===== src/rtl/registers_bank_dumper.sv =====
// Register bank dumper: snapshots the flattened GPR bank when start is seen and
// streams it out byte-by-byte over valid/ready, register 0 first, MSB first.
module registers_bank_dumper #(
  parameter int REGISTERS_BANK_SIZE = 32,
  parameter int REGISTERS_SIZE      = 32,
  parameter int BYTE_SIZE           = 8
) (
  input  logic                                        i_clk,
  input  logic                                        i_reset,
  input  logic                                        i_start,
  input  logic [REGISTERS_BANK_SIZE*REGISTERS_SIZE-1:0] i_bus_debug,
  input  logic                                        i_ready,
  output logic [BYTE_SIZE-1:0]                        o_data,
  output logic                                        o_valid,
  output logic                                        o_busy,
  output logic                                        o_done
);

  // state | meaning
  // IDLE  | waiting for i_start, outputs quiet
  // SEND  | presenting snapshot byte cnt_q, advancing on each transfer
  // DONE  | single-cycle o_done pulse, then back to IDLE

  localparam int TOTAL_BITS = REGISTERS_BANK_SIZE * REGISTERS_SIZE;
  localparam int N_BYTES    = TOTAL_BITS / BYTE_SIZE;
  localparam int BPR        = REGISTERS_SIZE / BYTE_SIZE;
  localparam int CW         = $clog2(N_BYTES + 1);
  localparam logic [CW-1:0] LAST_IDX = CW'(N_BYTES - 1);

  typedef enum logic [1:0] {
    IDLE = 2'd0,
    SEND = 2'd1,
    DONE = 2'd2
  } state_t;

  state_t                  state_q;
  logic [TOTAL_BITS-1:0]   snap_q;
  logic [CW-1:0]           cnt_q;
  logic [CW-1:0]           cnt_d;
  logic [BYTE_SIZE-1:0]    data_q;
  logic                    valid_q;
  logic                    busy_q;
  logic                    done_q;

  // Byte k of the dump lives in register k/BPR, byte lane BPR-1-(k%BPR).
  function automatic logic [BYTE_SIZE-1:0] pick_byte(
    input logic [TOTAL_BITS-1:0] bank,
    input logic [CW-1:0]         idx
  );
    int reg_i;
    int lane;
    reg_i = int'(idx) / BPR;
    lane  = BPR - 1 - (int'(idx) % BPR);
    return bank[reg_i*REGISTERS_SIZE + lane*BYTE_SIZE +: BYTE_SIZE];
  endfunction

  assign cnt_d = cnt_q + CW'(1);

  always_ff @(posedge i_clk or posedge i_reset) begin
    if (i_reset) begin
      state_q <= IDLE;
      snap_q  <= '0;
      cnt_q   <= '0;
      data_q  <= '0;
      valid_q <= 1'b0;
      busy_q  <= 1'b0;
      done_q  <= 1'b0;
    end else begin
      case (state_q)
        IDLE: begin
          done_q <= 1'b0;
          if (i_start) begin
            snap_q  <= i_bus_debug;
            cnt_q   <= '0;
            // First byte comes straight from the bus so it is valid next cycle.
            data_q  <= pick_byte(i_bus_debug, '0);
            valid_q <= 1'b1;
            busy_q  <= 1'b1;
            state_q <= SEND;
          end
        end
        SEND: begin
          if (i_ready) begin
            if (cnt_q == LAST_IDX) begin
              data_q  <= '0;
              valid_q <= 1'b0;
              busy_q  <= 1'b0;
              done_q  <= 1'b1;
              state_q <= DONE;
            end else begin
              cnt_q  <= cnt_d;
              data_q <= pick_byte(snap_q, cnt_d);
            end
          end
        end
        DONE: begin
          done_q  <= 1'b0;
          cnt_q   <= '0;
          state_q <= IDLE;
        end
        default: begin
          valid_q <= 1'b0;
          busy_q  <= 1'b0;
          done_q  <= 1'b0;
          state_q <= IDLE;
        end
      endcase
    end
  end

  assign o_data  = data_q;
  assign o_valid = valid_q;
  assign o_busy  = busy_q;
  assign o_done  = done_q;

endmodule

===== config.mk =====
export PLATFORM = sky130hd
export DESIGN_NAME = registers_bank_dumper
export DESIGN_NICKNAME = d
export VERILOG_FILES = /design/src/rtl/registers_bank_dumper.sv
export SDC_FILE = /design/constraint.sdc
export NUM_CORES = 2
export LEC_CHECK = 0
export BUFFER_PORTS_ARGS = -buffer_cell sky130_fd_sc_hd__buf_2
export CORE_AREA = 2 2 401 403
export DETAILED_ROUTE_END_ITERATION = 12
export DIE_AREA = 0 0 403 405
export PLACE_DENSITY_LB_ADDON = 0.2
export SYNTH_ARGS = -nofsm -noshare
export SYNTH_HDL_FRONTEND = slang
export SYNTH_SLANG_ARGS = --single-unit

===== constraint.sdc =====
create_clock -name i_clk -period 45.9 [get_ports i_clk]
set_input_delay 6.885 -clock i_clk [delete_from_list [all_inputs] [get_ports i_clk]]
set_output_delay 6.885 -clock i_clk [all_outputs]
set_load 0.02 [all_outputs]

==> metrics.txt <==
area of the multi-input gates=0.0199 mm²; adder-cell share of the synthesized area=0.000266; DRC viols=0; CP max stage delay=roughly 0.95 ns; RSZ-0062 raised after global routing=false; Max Cap Viol=0; YS warnings=0; final hold violation count=0; Seq/Total Area, Yosys=0.556; Leak=26.1 nW; post-CTS sizing=0; number of synthesized flops with an enable pin=0; port bufs=1,038; final cell count without fillers=6,114; total clock sinks=1,044; HPWL after DPL=128,000 µm; Final ANT Viol Nets=0; PwrDens=~50 mW/mm²; sequence of cells on the critical path=buf_2 > nor3b_2 > buf_4 > buf_4 > buf_4 > buf_4 > mux2_2; Max clock buf depth=3; final setup fails=0; Crit. End Element=flip-flop; most frequent cells in the layout=1,043 x dfrtp_1, 1,038 x buf_2, 1,026 x mux2_2; RD Place Congestion=0.794; CP max stage cell=buf_4; Row Count=147; layout cells sized above 1=0.655; Cells after Synth=2,873; Initial Util=0.295; Vias=30,117; post-layout minimum cycle time=10.74 ns; GR Util All Layers=0.205; syn nets=3,902; CTS tree=built; crit-path leading delay family=buffers and inverters; total wire length=170,000 µm; Least-Margin Pin Slew=1.23 ns; Skew-Pair Late Insertion Delay=0.77 ns; Setup Buffers After CTS=0; status=finished clean; Avg WL per Cell=27.8 µm; Max Clk Rate=93.1 MHz; largest family of logic cells by synthesized area=multiplexers; skew final=0.0623 ns; total gr overflow=0; CP Launch Type=input port; Critical Path AT=11.34 ns; Synth Area in XOR/XNOR=0.00216; die width=403 µm; Final nets=4,904; Post-CTS Hold Buffers=0; commonest non-fill, non-tap cell in the layout=dfrtp_1; post-synthesis simple-gate area fraction=0.0163; Critical Path RT=46.49 ns; Crit Path Category=in -> reg; FFs w/ async S/R, synth=1.00; H-tree depth=3; vias in the first global route=32,088; area grow syn2layout=25.2%; synthesis-stage register bit count=1,044; total core area=0.159 mm²; placed insts=5,839; top_reg_cell synth=dfrtp_1; Critical R2R Launch=cnt_q[0]; Worst Path Max Fanout=80; Mean Syn Cell Area=16.3 µm²; initial antenna violation count=around 160; fillers=15,473; Slew Viols, Final=0; Final period util=0.234; first-pass GRT wire length=240,000 µm; Post-Syn Area=0.0470 mm²; maximum VDD drop=0.0438 mV; Ports=1,039; Chip Height=405 µm; FF/Latch Area=~0.026 mm²; HP Start=o_done; Synth Area in Compound Gates=0.0161; Root Buffer=clkbuf_16; post-route setup TNS=0 ns; detailed router's first-iteration violation count=roughly 1,700; Hold Path Class=reg -> reg; router iterations before antenna repair=7; full die area=0.163 mm²; vias per cell=4.93; Crit. Startpoint=i_start; mux cell area share after synthesis=0.388; most used cell, CP=buf_4; Buf/Inv on CP=5; Max-slew headroom=0.177; TritonCTS buffer count=120; Worst-path clk slew=0.06 ns; Distinct cells, synth=56; largest net degree at the start of global routing=186
[cells in the mapped netlist, types with 3 or more instances]
cell,n,area share
o221ai_1,8,0.0015
dfrtp_1,1044,0.56
buf_6,10,0.0024
a32oi_1,9,0.0017
o21ai_1,4,0.00043
inv_1,5,0.00040
mux2i_1,26,0.0055
nand2_1,66,0.0053
nor3_1,4,0.00043
clkbuf_1,132,0.011
buf_1,9,0.00072
a22oi_1,8,0.0013
xnor2_1,4,0.00075
a221oi_1,7,0.0013
nor2_1,56,0.0045
nand3_1,27,0.0029
o2111ai_1,8,0.0015
o21ai_0,12,0.0013
a221o_1,7,0.0015
a21o_1,3,0.00048
a211oi_1,9,0.0014
mux4_2,285,0.14
buf_2,36,0.0038
buf_4,17,0.0027
mux2_2,1026,0.25
nor2b_1,5,0.00067
o22ai_1,7,0.00093
[power by group]
group / internal [mW] / switching (mW) / leakage [nW]
registers: 1.03 / 0.0659 / 12.9
clock network: 0.627 / 0.419 / 2.11
logic: 0.370 / 0.451 / 11.1
total: 2.03 / 0.935 / 26.1
[final cells by class]
type / instances / area share
clock inverters: 51 / 0.0150
clock buffers: 174 / 0.0588
inverters: 5 / 0.000447
well taps: 2086 / 0.0444
repair buffers: 1084 / 0.0957
multi-input cells: 1620 / 0.339
diodes: 50 / 0.00213
flip-flops and latches: 1044 / 0.444
[state kept, by name (all words and copies together), names as in the netlist]
register  flops
o_data        8
o_busy        1
state_q       2
cnt_q         8
o_done        1
snap_q     1024
[worst reg2reg max path, cell delays in order, from the launching register on]
cell,delay (ns)
dfrtp_4,0.73
ha_4,0.88
buf_4,0.81
buf_12,0.67
mux4_2,0.72
mux4_2,0.57
a22oi_1,0.60
a221oi_1,0.26
a221o_1,0.31
[metal layers]
layer	global-route usage	up-vias	wire, µm
met5	0	-	773
met4	0.0466	118	4520
met3	0.0608	394	10700
met2	0.360	925	86600
met1	0.247	15722	67600
li1	-	12958	-
[per-stage QoR]
| stage | setup slack [ns] | hold WS [ns] | area (µm²) | power [mW] | utilization |
|---|---|---|---|---|---|
| 5_1_grt | 34.95 | 0.512 | 58700 | 3.10 | 0.369 |
| 4_1_cts | 35.28 | 0.490 | 58700 | 3.03 | 0.368 |
| 6_report | 35.16 | 0.485 | 58800 | 2.96 | 0.369 |
| 3_3_place_gp | 34.43 | 0.461 | 54300 | 1.96 | 0.341 |
| 3_5_place_dp | 34.49 | 0.474 | 54300 | 1.97 | 0.341 |
| 2_1_floorplan | 9.63 | 0.466 | 47000 | 1.60 | - |
[logic make-up after synthesis]
logic type | Yosys count
XOR/XNOR | 9
flip-flops | 1044
multiplexers | 1338
AO/OA/AOI/OAI | 96
adder cells (fa/ha/maj) | 1
AND/OR/NAND/NOR | 176
buffers and inverters | 209
[final timing paths]
path	slack, ns	depth (start not counted)	to
max	35.16	7	snap_q[444]
min	0.48	1	o_done
max reg2reg	40.25	8	o_data[4]
min reg2reg	0.48	1	o_done
max in group asynchronous	36.25	6	snap_q[259]
min in group asynchronous	6.23	2	snap_q[139]
No activity file was read; power rests on OpenSTA's default activity.
